## config.mk

```make
export PLATFORM = sky130hd
export DESIGN_NAME = decode_stage
export DESIGN_NICKNAME = d
export VERILOG_FILES = /design/src/rtl/rv_decode_pkg.sv /design/src/rtl/ctrl_decode.sv /design/src/rtl/decode_stage.sv
export SDC_FILE = /design/constraint.sdc
export NUM_CORES = 1
export LEC_CHECK = 0
export CAP_MARGIN = 20
export CORE_MARGIN = 5
export CORE_UTILIZATION = 43
export CTS_CLUSTER_SIZE = 10
export DETAILED_ROUTE_END_ITERATION = 16
export GPL_TIMING_DRIVEN = 0
export PLACE_DENSITY = 0.79
export SYNTH_ARGS = -nofsm -noshare
export SYNTH_HDL_FRONTEND = slang
export SYNTH_SLANG_ARGS = --single-unit
```

## constraint.sdc

```tcl
create_clock -name clk -period 2.35 [get_ports clk]
set_input_delay 0.47 -clock clk [delete_from_list [all_inputs] [get_ports clk]]
set_output_delay 0.47 -clock clk [all_outputs]
set_load 0.02 [all_outputs]
```

## src/rtl/rv_decode_pkg.sv

```systemverilog
// Shared types and encodings for the RV32IMF decode stage.
// Opcode constants, jump/alu_op encodings and the packed control bundle.
// Pure declarations; no timing or backpressure of its own.
package rv_decode_pkg;

  localparam logic [6:0] OPC_OP       = 7'b0110011;
  localparam logic [6:0] OPC_OP_IMM   = 7'b0010011;
  localparam logic [6:0] OPC_LOAD     = 7'b0000011;
  localparam logic [6:0] OPC_STORE    = 7'b0100011;
  localparam logic [6:0] OPC_BRANCH   = 7'b1100011;
  localparam logic [6:0] OPC_JAL      = 7'b1101111;
  localparam logic [6:0] OPC_JALR     = 7'b1100111;
  localparam logic [6:0] OPC_LUI      = 7'b0110111;
  localparam logic [6:0] OPC_AUIPC    = 7'b0010111;
  localparam logic [6:0] OPC_LOAD_FP  = 7'b0000111;
  localparam logic [6:0] OPC_STORE_FP = 7'b0100111;
  localparam logic [6:0] OPC_OP_FP    = 7'b1010011;
  localparam logic [6:0] OPC_FMADD    = 7'b1000011;
  localparam logic [6:0] OPC_FMSUB    = 7'b1000111;
  localparam logic [6:0] OPC_FNMSUB   = 7'b1001011;
  localparam logic [6:0] OPC_FNMADD   = 7'b1001111;

  // funct7 value that selects the M extension inside the OP opcode
  localparam logic [6:0] F7_MULDIV    = 7'b0000001;

  typedef enum logic [1:0] {
    JMP_NONE = 2'b00,
    JMP_JALR = 2'b01,
    JMP_JAL  = 2'b10
  } jump_e;

  typedef enum logic [1:0] {
    ALU_ADD    = 2'b00,
    ALU_BRANCH = 2'b01,
    ALU_FUNCT  = 2'b10,
    ALU_UPPER  = 2'b11
  } alu_op_e;

  typedef struct packed {
    logic    branch;
    logic    mem_read;
    logic    mem_to_reg;
    logic    mem_write;
    logic    alu_src;
    logic    reg_write;
    logic    mul_en;
    logic    fpu_en;
    logic    fp_dest;
    logic    illegal;
    jump_e   jump;
    alu_op_e alu_op;
  } ctrl_t;

endpackage

```

## src/rtl/ctrl_decode.sv

```systemverilog
// Combinational opcode decoder producing the control bundle.
// Zero latency (pure combinational).
// No backpressure; the caller decides when the result is captured.
module ctrl_decode
  import rv_decode_pkg::*;
#(
  parameter bit ENABLE_M = 1'b1,
  parameter bit ENABLE_F = 1'b1
) (
  input  logic [6:0] i_opcode,
  input  logic [6:0] i_funct7,
  output ctrl_t      o_ctrl
);

  // Map opcode to control bits; anything unrecognised or disabled is illegal with all other bits clear
  always_comb begin
    o_ctrl = '0;
    case (i_opcode)
      OPC_OP: begin
        if (i_funct7 == F7_MULDIV) begin
          if (ENABLE_M) begin
            o_ctrl.mul_en    = 1'b1;
            o_ctrl.reg_write = 1'b1;
          end else begin
            o_ctrl.illegal   = 1'b1;
          end
        end else begin
          o_ctrl.reg_write = 1'b1;
          o_ctrl.alu_op    = ALU_FUNCT;
        end
      end
      OPC_OP_IMM: begin
        o_ctrl.alu_src   = 1'b1;
        o_ctrl.reg_write = 1'b1;
        o_ctrl.alu_op    = ALU_FUNCT;
      end
      OPC_LOAD: begin
        o_ctrl.mem_read   = 1'b1;
        o_ctrl.mem_to_reg = 1'b1;
        o_ctrl.alu_src    = 1'b1;
        o_ctrl.reg_write  = 1'b1;
      end
      OPC_STORE: begin
        o_ctrl.mem_write = 1'b1;
        o_ctrl.alu_src   = 1'b1;
      end
      OPC_BRANCH: begin
        o_ctrl.branch = 1'b1;
        o_ctrl.alu_op = ALU_BRANCH;
      end
      OPC_JAL: begin
        o_ctrl.reg_write = 1'b1;
        o_ctrl.jump      = JMP_JAL;
      end
      OPC_JALR: begin
        o_ctrl.alu_src   = 1'b1;
        o_ctrl.reg_write = 1'b1;
        o_ctrl.jump      = JMP_JALR;
      end
      OPC_LUI, OPC_AUIPC: begin
        o_ctrl.alu_src   = 1'b1;
        o_ctrl.reg_write = 1'b1;
        o_ctrl.alu_op    = ALU_UPPER;
      end
      OPC_LOAD_FP: begin
        if (ENABLE_F) begin
          o_ctrl.mem_read   = 1'b1;
          o_ctrl.mem_to_reg = 1'b1;
          o_ctrl.alu_src    = 1'b1;
          o_ctrl.reg_write  = 1'b1;
          o_ctrl.fp_dest    = 1'b1;
        end else begin
          o_ctrl.illegal    = 1'b1;
        end
      end
      OPC_STORE_FP: begin
        if (ENABLE_F) begin
          o_ctrl.mem_write = 1'b1;
          o_ctrl.alu_src   = 1'b1;
        end else begin
          o_ctrl.illegal   = 1'b1;
        end
      end
      OPC_OP_FP, OPC_FMADD, OPC_FMSUB, OPC_FNMSUB, OPC_FNMADD: begin
        if (ENABLE_F) begin
          o_ctrl.fpu_en    = 1'b1;
          o_ctrl.reg_write = 1'b1;
          o_ctrl.fp_dest   = 1'b1;
        end else begin
          o_ctrl.illegal   = 1'b1;
        end
      end
      default: begin
        o_ctrl.illegal = 1'b1;
      end
    endcase
  end

endmodule

```

## src/rtl/decode_stage.sv

```systemverilog
// Registered decode stage between fetch and execute, with MUL/FPU busy tracking.
// Latency: 1 cycle from accept to out_valid; full throughput for non-long ops.
// Backpressure: in_ready drops on flush, a stalled output, or a long op whose unit is busy.
module decode_stage
  import rv_decode_pkg::*;
#(
  parameter int XLEN     = 32,
  parameter bit ENABLE_M = 1'b1,
  parameter bit ENABLE_F = 1'b1,
  parameter int MUL_LAT  = 3,
  parameter int FPU_LAT  = 4
) (
  input  logic            clk,
  input  logic            rst_n,
  input  logic            flush,
  input  logic            in_valid,
  output logic            in_ready,
  input  logic [31:0]     in_instr,
  input  logic [XLEN-1:0] in_pc,
  output logic            out_valid,
  input  logic            out_ready,
  output logic [XLEN-1:0] out_pc,
  output logic [31:0]     out_instr,
  output logic            out_branch,
  output logic            out_mem_read,
  output logic            out_mem_to_reg,
  output logic            out_mem_write,
  output logic            out_alu_src,
  output logic            out_reg_write,
  output logic            out_mul_en,
  output logic            out_fpu_en,
  output logic            out_fp_dest,
  output logic            out_illegal,
  output logic [1:0]      out_jump,
  output logic [1:0]      out_alu_op
);

  // Counters only need to hold LAT-1; keep at least one bit for LAT=1
  localparam int MUL_CW = (MUL_LAT > 1) ? $clog2(MUL_LAT) : 1;
  localparam int FPU_CW = (FPU_LAT > 1) ? $clog2(FPU_LAT) : 1;

  ctrl_t             w_in_ctrl;
  ctrl_t             r_ctrl;
  logic              r_vld;
  logic              r_init;
  logic [XLEN-1:0]   r_pc;
  logic [31:0]       r_instr;
  logic [MUL_CW-1:0] r_mul_cnt;
  logic [FPU_CW-1:0] r_fpu_cnt;
  logic              w_issue;
  logic              w_accept;
  logic              w_hold_mul;
  logic              w_hold_fpu;

  ctrl_decode #(
    .ENABLE_M (ENABLE_M),
    .ENABLE_F (ENABLE_F)
  ) u_ctrl_decode (
    .i_opcode (in_instr[6:0]),
    .i_funct7 (in_instr[31:25]),
    .o_ctrl   (w_in_ctrl)
  );

  // A long op waits while its unit is counting down or while the register
  // still holds an op for the same unit (it either has not left yet or is
  // leaving this cycle and will reload the counter).
  assign w_hold_mul = w_in_ctrl.mul_en && ((r_mul_cnt != '0) || (r_vld && r_ctrl.mul_en));
  assign w_hold_fpu = w_in_ctrl.fpu_en && ((r_fpu_cnt != '0) || (r_vld && r_ctrl.fpu_en));

  // A flush wins over a simultaneous out_ready, so it never counts as an issue
  assign w_issue  = r_vld && out_ready && !flush;
  assign in_ready = r_init && !flush && (!r_vld || out_ready) && !w_hold_mul && !w_hold_fpu;
  assign w_accept = in_valid && in_ready;

  // Hold in_ready low until the first clock edge after reset release
  always_ff @(posedge clk or negedge rst_n) begin
    if (!rst_n) r_init <= 1'b0;
    else        r_init <= 1'b1;
  end

  // Pipeline register: flush kills, accept replaces (also on issue), otherwise drain on issue
  always_ff @(posedge clk or negedge rst_n) begin
    if (!rst_n) begin
      r_vld   <= 1'b0;
      r_ctrl  <= '0;
      r_pc    <= '0;
      r_instr <= '0;
    end else if (flush) begin
      r_vld   <= 1'b0;
    end else if (w_accept) begin
      r_vld   <= 1'b1;
      r_ctrl  <= w_in_ctrl;
      r_pc    <= in_pc;
      r_instr <= in_instr;
    end else if (out_ready) begin
      r_vld   <= 1'b0;
    end
  end

  // MUL busy window: load on issue, otherwise count down to zero; flush leaves it running
  always_ff @(posedge clk or negedge rst_n) begin
    if (!rst_n)                          r_mul_cnt <= '0;
    else if (w_issue && r_ctrl.mul_en)   r_mul_cnt <= MUL_CW'(MUL_LAT - 1);
    else if (r_mul_cnt != '0)            r_mul_cnt <= r_mul_cnt - MUL_CW'(1);
  end

  // FPU busy window: same scheme as the MUL counter
  always_ff @(posedge clk or negedge rst_n) begin
    if (!rst_n)                          r_fpu_cnt <= '0;
    else if (w_issue && r_ctrl.fpu_en)   r_fpu_cnt <= FPU_CW'(FPU_LAT - 1);
    else if (r_fpu_cnt != '0)            r_fpu_cnt <= r_fpu_cnt - FPU_CW'(1);
  end

  assign out_valid      = r_vld;
  assign out_pc         = r_pc;
  assign out_instr      = r_instr;
  assign out_branch     = r_ctrl.branch;
  assign out_mem_read   = r_ctrl.mem_read;
  assign out_mem_to_reg = r_ctrl.mem_to_reg;
  assign out_mem_write  = r_ctrl.mem_write;
  assign out_alu_src    = r_ctrl.alu_src;
  assign out_reg_write  = r_ctrl.reg_write;
  assign out_mul_en     = r_ctrl.mul_en;
  assign out_fpu_en     = r_ctrl.fpu_en;
  assign out_fp_dest    = r_ctrl.fp_dest;
  assign out_illegal    = r_ctrl.illegal;
  assign out_jump       = r_ctrl.jump;
  assign out_alu_op     = r_ctrl.alu_op;

endmodule

```

==> impl_metrics.py, run 1 <==
metrics = {
    "logic_synthesis": {
        "synthTopCellsByArea": "dfrtp_1, mux2_2, mux2_4, mux2_1, buf_12",
        "synth.avg_cell_area_sq_um": 14.5,
        "syn_area_sq_um": 3580,
        "ys_seq_area_frac": 0.580,
        "yosys.area.top_type": "dfrtp_1",
        "synth_flop_cell": "dfrtp_1",
        "ys_warn_count": 0,
        "synth_cell_types": 42,
        "synthTopCellsByCount": "dfrtp_1, mux2_2, mux2_4, inv_1, nor2_1",
        "synth_edf_count": 0,
        "async_flop_share": 1.00,
        "synth_top_area_frac": 0.580,
        "ys_ff_latch": 83,
        "yosysMostFrequentCell": "dfrtp_1",
        "synth_cells": 247,
        "synth_fp_nets": 318,
    },
    "global_route": {
        "gr-total-overflow": 0,
        "grt_first_pass_wirelength_mm": 14.5,
        "grt_pass1_vias": 2953,
        "track_usage": 0.181,
        "antenna_found_initial": 0,
        "grt_max_degree": 63,
    },
    "clocking": {
        "clk_path_buf_depth": 2,
        "cts_root_buffer": "clkbuf_8",
        "path_clk_slew_ns": 0.08,
        "cts_tree": "yes",
        "clock_sinks": 83,
        "clock_latency_ns": 0.34,
        "holdBufCountCts": 0,
        "cts_buffers": 9,
        "h-tree-depth": 3,
    },
    "worst_setup_path": {
        "cp_max_fo": 10,
        "path_delay_family": "buffers and inverters",
        "crit_slowest_cell": "clkdlybuf4s50_1",
        "end_kind": "register",
        "crit_chain": "clkdlybuf4s50_1 -> nor2b_2 -> nand4_1 -> buf_4 -> o211ai_4 -> buf_8 -> buf_8 -> mux2_1",
        "arrival_ns": 2.51,
        "cp_common_cell": "buf_8",
        "crit_path_start_kind": "input pin",
        "crit_path_max_incr_delay_ns": 0.57,
        "crit_type": "input pin to register",
        "worstPathRequired_ns": 2.57,
        "path_buf_inv": 4,
    },
    "timing": {
        "timing.fmax_mhz": 436,
        "fin_crit_ns": 2.30,
        "rsz0062_at_grt": "no",
        "slew_violations": 0,
        "worst_slack_ns": 0.0550,
        "finalSetupViolations": 0,
        "hold_viol": 0,
        "period_share": 0.977,
        "fin_tns_setup_ns": 0,
        "fin_skew_ns": 0.0128,
    },
    "floorplanning": {
        "num_rows": 33,
        "start_util": 0.438,
        "die_h_microns": 101,
        "ios": 149,
        "die_x_microns": 101,
        "die_area_sq_um": 10300,
        "coreArea_sq_um": 8180,
    },
    "cells_and_area": {
        "final_cells": 521,
        "design_area_sq_um": 5540,
        "drive_gt1_frac": 0.252,
        "nets": 482,
        "area_delta_synth_final_pct": 54.6,
        "insertedDiodeCount": 0,
    },
    "routing": {
        "drt_wl_total_mm": 8.90,
        "vias_per_cell": 5.02,
        "wl_per_cell_microns": 17.1,
        "ant_nets": 0,
        "firstDrtPassIters": 4,
        "vias": 2613,
        "route.detailed.drc": 0,
        "drtIter0Drc": 43,
    },
    "hold_path": {
        "worstHoldPathType": "input pin to asynchronous set/reset pin",
    },
    "placement": {
        "gp_congestion": 0.773,
        "place_hpwl_mm": 6.76,
        "placed_cells": 500,
        "portBuffers": 147,
        "post-place-ws_ns": -0.714,
        "place_area_sq_um": 5210,
    },
    "power_and_ir_drop": {
        "irDropWorstVdd_uv": 414,
        "p_leak_nw": 2.46,
        "p_per_area_nw_per_um2": 827,
    },
    "run": {
        "max_cap_violations": 0,
    },
    "status": {
        "status": "finished clean",
    },
}
metal layers:
layer | GRT usage | wire, microns | part of all wire | vias to the layer above
li1 | - | - | - | 1202
met1 | 0.216 | 3510 | 0.39 | 1307
met2 | 0.307 | 4600 | 0.52 | 94
met3 | 0.0517 | 677 | 0.076 | 10
met4 | 0.0767 | 115 | 0.013 | 0
met5 | 0 | 0 | 0 | -
area by class of cell:
cell class                      count  area [sq um]
Clock buffer                       13           169
Sequential cell                    83          2080
Fill cell                         613          2640
Buffer                             13           139
Multi-Input combinational cell    142          1380
Timing Repair Buffer              153          1560
Clock inverter                      3          45.0
Inverter                            9          33.8
Tap cell                          105           131
through the flow:
| stage | hold WS (ns) | utilization | total power, W |
|---|---|---|---|
| after floorplan | 0.174 | - | 0.00271 |
| after global placement | 0.475 | 0.634 | 0.00347 |
| after detailed placement | 0.385 | 0.637 | 0.00353 |
| after CTS | 0.00155 | 0.674 | 0.00464 |
| after global routing | 0.00841 | 0.677 | 0.00484 |
| final | 0.0135 | 0.677 | 0.00458 |
power breakdown:
group          switching (W)  internal, W
Sequential          0.000165      0.00173
Combinational       0.000729     0.000882
Clock               0.000493     0.000579
Total                0.00139      0.00319
cell families after synthesis:
group	after synthesis	share of synthesized area
buf+inv	22	0.0430
xor+xnor	2	0.00489
flops	83	0.580
simple gates	40	0.0639
other cells	1	0.00105
compound gates	21	0.0412
fa+ha+maj	2	0.00699
mux	76	0.259
registers in the layout, indices dropped and copies added (netlist names), 2 cells and up:
| name | cells |
|---|---|
| out_instr | 32 |
| out_pc | 32 |
| out_alu_op | 2 |
| out_jump | 2 |
| r_fpu_cnt | 2 |
| r_mul_cnt | 2 |
timing repair:
| action | in CTS | in global routing |
|---|---|---|
| resized for setup | 14 | 9 |
| pin swaps | 4 | 5 |
| endpoints found under the hold margin | 0 | 0 |
| buffers inserted | 5 | 0 |
| endpoints found under the setup margin | 78 | 74 |
placed cells by master, fill, tap and decap left out, types with 4 or more instances in the layout:
| cell type | instances |
|---|---|
| mux2_1 | 6 |
| nand2_1 | 7 |
| mux2_4 | 20 |
| clkbuf_1 | 4 |
| mux2_2 | 47 |
| nor2_1 | 9 |
| clkdlybuf4s50_1 | 137 |
| dfrtp_1 | 83 |
| inv_1 | 9 |
| clkbuf_8 | 12 |
| nand2b_1 | 5 |
| a21oi_1 | 6 |
| dlygate4sd2_1 | 4 |
| buf_4 | 5 |
| dlymetal6s2s_1 | 4 |
| buf_6 | 4 |
| buf_12 | 4 |
worst paths after layout:
kind                                                start  cells past startpoint                   endpoint  slack [ns]
max in group asynchronous                           rst_n                      2     out_pc[16]$_DFFE_PN0P_        1.75
worst min-delay path                                rst_n                      1  out_instr[14]$_DFFE_PN0P_        0.01
worst max register to register   r_fpu_cnt[0]$_DFFE_PN0P_                      8     out_pc[20]$_DFFE_PN0P_        0.25
worst min register to register  out_instr[29]$_DFFE_PN0P_                      1  out_instr[29]$_DFFE_PN0P_        0.51
min in group clk                             in_instr[29]                      2  out_instr[29]$_DFFE_PN0P_        0.48
worst max-delay path                          in_instr[4]                      8     out_pc[20]$_DFFE_PN0P_        0.05
Power figures use the tool's default switching activity.
==> run 2: changes to the inputs <==
--- a/config.mk
+++ b/config.mk
@@ -10,7 +10,6 @@
 export CORE_UTILIZATION = 43
 export CTS_CLUSTER_SIZE = 10
 export DETAILED_ROUTE_END_ITERATION = 16
-export GPL_TIMING_DRIVEN = 0
 export PLACE_DENSITY = 0.79
 export SYNTH_ARGS = -nofsm -noshare
 export SYNTH_HDL_FRONTEND = slang
==> run 2 against run 1 <==
Effect of this change:
- clock skew down 0.0020 ns
- first-iteration DRC count up 91%
- die area unchanged
- core utilization up 1.3 points
- via count up 0.19%
- worst hold slack better by 0.071 ns
- critical path depth unchanged
- sequential power about the same
- maximum frequency up 0.63%
==> impl_metrics.py, run 2 (synthesis gave the netlist of run 1 again) <==
metrics = {
    "global_route": {
        "grt_pass1_vias": 2910,
        "grt_first_pass_wirelength_mm": 14.7,
        "use_met1": 0.233,
        "use_met3": 0.0599,
        "grt_max_degree": 43,
        "grt_busiest_layer": "met2",
        "gr-total-overflow": 0,
        "grt_util_met2": 0.300,
        "track_usage": 0.184,
        "antenna_found_initial": 0,
    },
    "clocking": {
        "cts_tree": "yes",
        "clk_path_buf_depth": 2,
        "path_clk_slew_ns": 0.08,
        "cts_root_buffer": "clkbuf_8",
        "h-tree-depth": 3,
        "cts_buffers": 9,
        "holdBufCountCts": 0,
        "clock_latency_ns": 0.36,
        "clock_sinks": 83,
    },
    "timing": {
        "finalSetupViolations": 0,
        "hold_viol": 0,
        "fin_skew_ns": 0.0108,
        "worst_slack_ns": 0.0695,
        "slew_violations": 0,
        "fin_crit_ns": 2.28,
        "timing.fmax_mhz": 438,
        "worst_slew_pin_slew_ns": 0.531,
        "period_share": 0.970,
        "max_slew_margin": 0.646,
        "hold_ws_ns": 0.0849,
        "rsz0062_at_grt": "no",
    },
    "worst_setup_path": {
        "arrival_ns": 2.53,
        "end_kind": "register",
        "crit_type": "input pin to register",
        "reg2regPathDepth": 8,
        "worstPathRequired_ns": 2.60,
        "crit_path_start_kind": "input pin",
        "cp_max_fo": 9,
    },
    "power_and_ir_drop": {
        "p_per_area_nw_per_um2": 831,
        "irDropWorstVdd_uv": 420,
        "p_leak_nw": 2.54,
        "p_total_w": 0.00469,
    },
    "run": {
        "max_cap_violations": 0,
    },
    "placement": {
        "portBuffers": 148,
        "gp_congestion": 0.841,
        "place_area_sq_um": 5280,
        "place_hpwl_mm": 6.69,
        "post-place-ws_ns": -0.467,
    },
    "floorplanning": {
        "die_area_sq_um": 10300,
        "die_h_microns": 101,
        "num_rows": 33,
        "ios": 149,
        "start_util": 0.438,
        "coreArea_sq_um": 8180,
        "die_x_microns": 101,
    },
    "cells_and_area": {
        "area_delta_synth_final_pct": 57.5,
        "drive_gt1_frac": 0.274,
        "design_area_sq_um": 5640,
        "insertedDiodeCount": 0,
        "nets": 493,
        "layout_commonest_cell": "clkdlybuf4s50_1",
        "layout_common_cells": "clkdlybuf4s50_1, dfrtp_1, mux2_2",
    },
    "routing": {
        "vias": 2618,
        "route.detailed.drc": 0,
        "firstDrtPassIters": 4,
        "drtIter0Drc": 82,
        "vias_per_cell": 4.92,
        "wl_per_cell_microns": 17.2,
        "drt_wl_total_mm": 9.13,
        "ant_nets": 0,
    },
    "hold_path": {
        "worstHoldPathType": "input pin to asynchronous set/reset pin",
    },
    "status": {
        "status": "finished clean",
    },
}
-- run 2: layout make-up --
type	instances	area [sq um]
clock buffers	11	141
clock inverters	5	86.3
fillers	593	2530
inverters	9	33.8
multi-input cells	142	1370
flip-flops and latches	83	2080
well taps	105	131
repair buffers	177	1800
-- run 2: metrics by stage --
stage	util	TNS, ns	std cells
6_report	0.690	0	532
5_1_grt	0.690	0	532
4_1_cts	0.678	-0.549	529
3_5_place_dp	0.646	-31.93	510
3_3_place_gp	0.646	-28.71	510
2_1_floorplan	-	0	247
-- run 2: power by group --
part	internal, W	switching, W	total, W
registers	0.00173	0.000163	0.00189
clock network	0.000633	0.000513	0.00115
logic	0.000912	0.000735	0.00165
total	0.00327	0.00141	0.00469
-- run 2: path summary, 6_finish.rpt --
check	startpoint	end	slack, ns
max in group asynchronous	rst_n	out_instr[12]$_DFFE_PN0P_	1.64
worst min register to register	out_pc[24]$_DFFE_PN0P_	out_pc[24]$_DFFE_PN0P_	0.50
worst max register to register	r_fpu_cnt[0]$_DFFE_PN0P_	out_instr[21]$_DFFE_PN0P_	0.28
worst max-delay path	in_instr[1]	out_instr[21]$_DFFE_PN0P_	0.07
min in group clk	in_instr[27]	out_instr[27]$_DFFE_PN0P_	0.42
worst min-delay path	rst_n	out_pc[24]$_DFFE_PN0P_	0.08
-- run 2: metal layers --
metal  wire length (microns)  share of wire
met1                    3730           0.41
met3                     667          0.073
met2                    4590           0.50
met5                       0              0
met4                     136          0.015
-- run 2: timing repair --
| item | 4_1_cts | 5_1_grt |
|---|---|---|
| setup endpoints to repair | 72 | 74 |
| pin swaps | 1 | 2 |
| buffers inserted | 2 | 0 |
| gates cloned | 1 | 3 |
| gates resized for setup | 8 | 10 |
-- run 2: critical path, cell delays in order --
cell             delay [ns]
clkdlybuf4s50_1        0.53
nor4bb_2               0.24
nand4_1                0.17
buf_4                  0.18
o211ai_4               0.26
buf_6                  0.17
clkbuf_16              0.16
mux2_2                 0.34
==> run 3: changes to the inputs <==
--- a/config.mk
+++ b/config.mk
@@ -8,7 +8,7 @@
 export CAP_MARGIN = 20
 export CORE_MARGIN = 5
 export CORE_UTILIZATION = 43
-export CTS_CLUSTER_SIZE = 10
+export CTS_CLUSTER_SIZE = 20
 export DETAILED_ROUTE_END_ITERATION = 16
 export PLACE_DENSITY = 0.79
 export SYNTH_ARGS = -nofsm -noshare
==> results of run 3 <==
Final layout, timing and power as in run 2 (identical DEF).
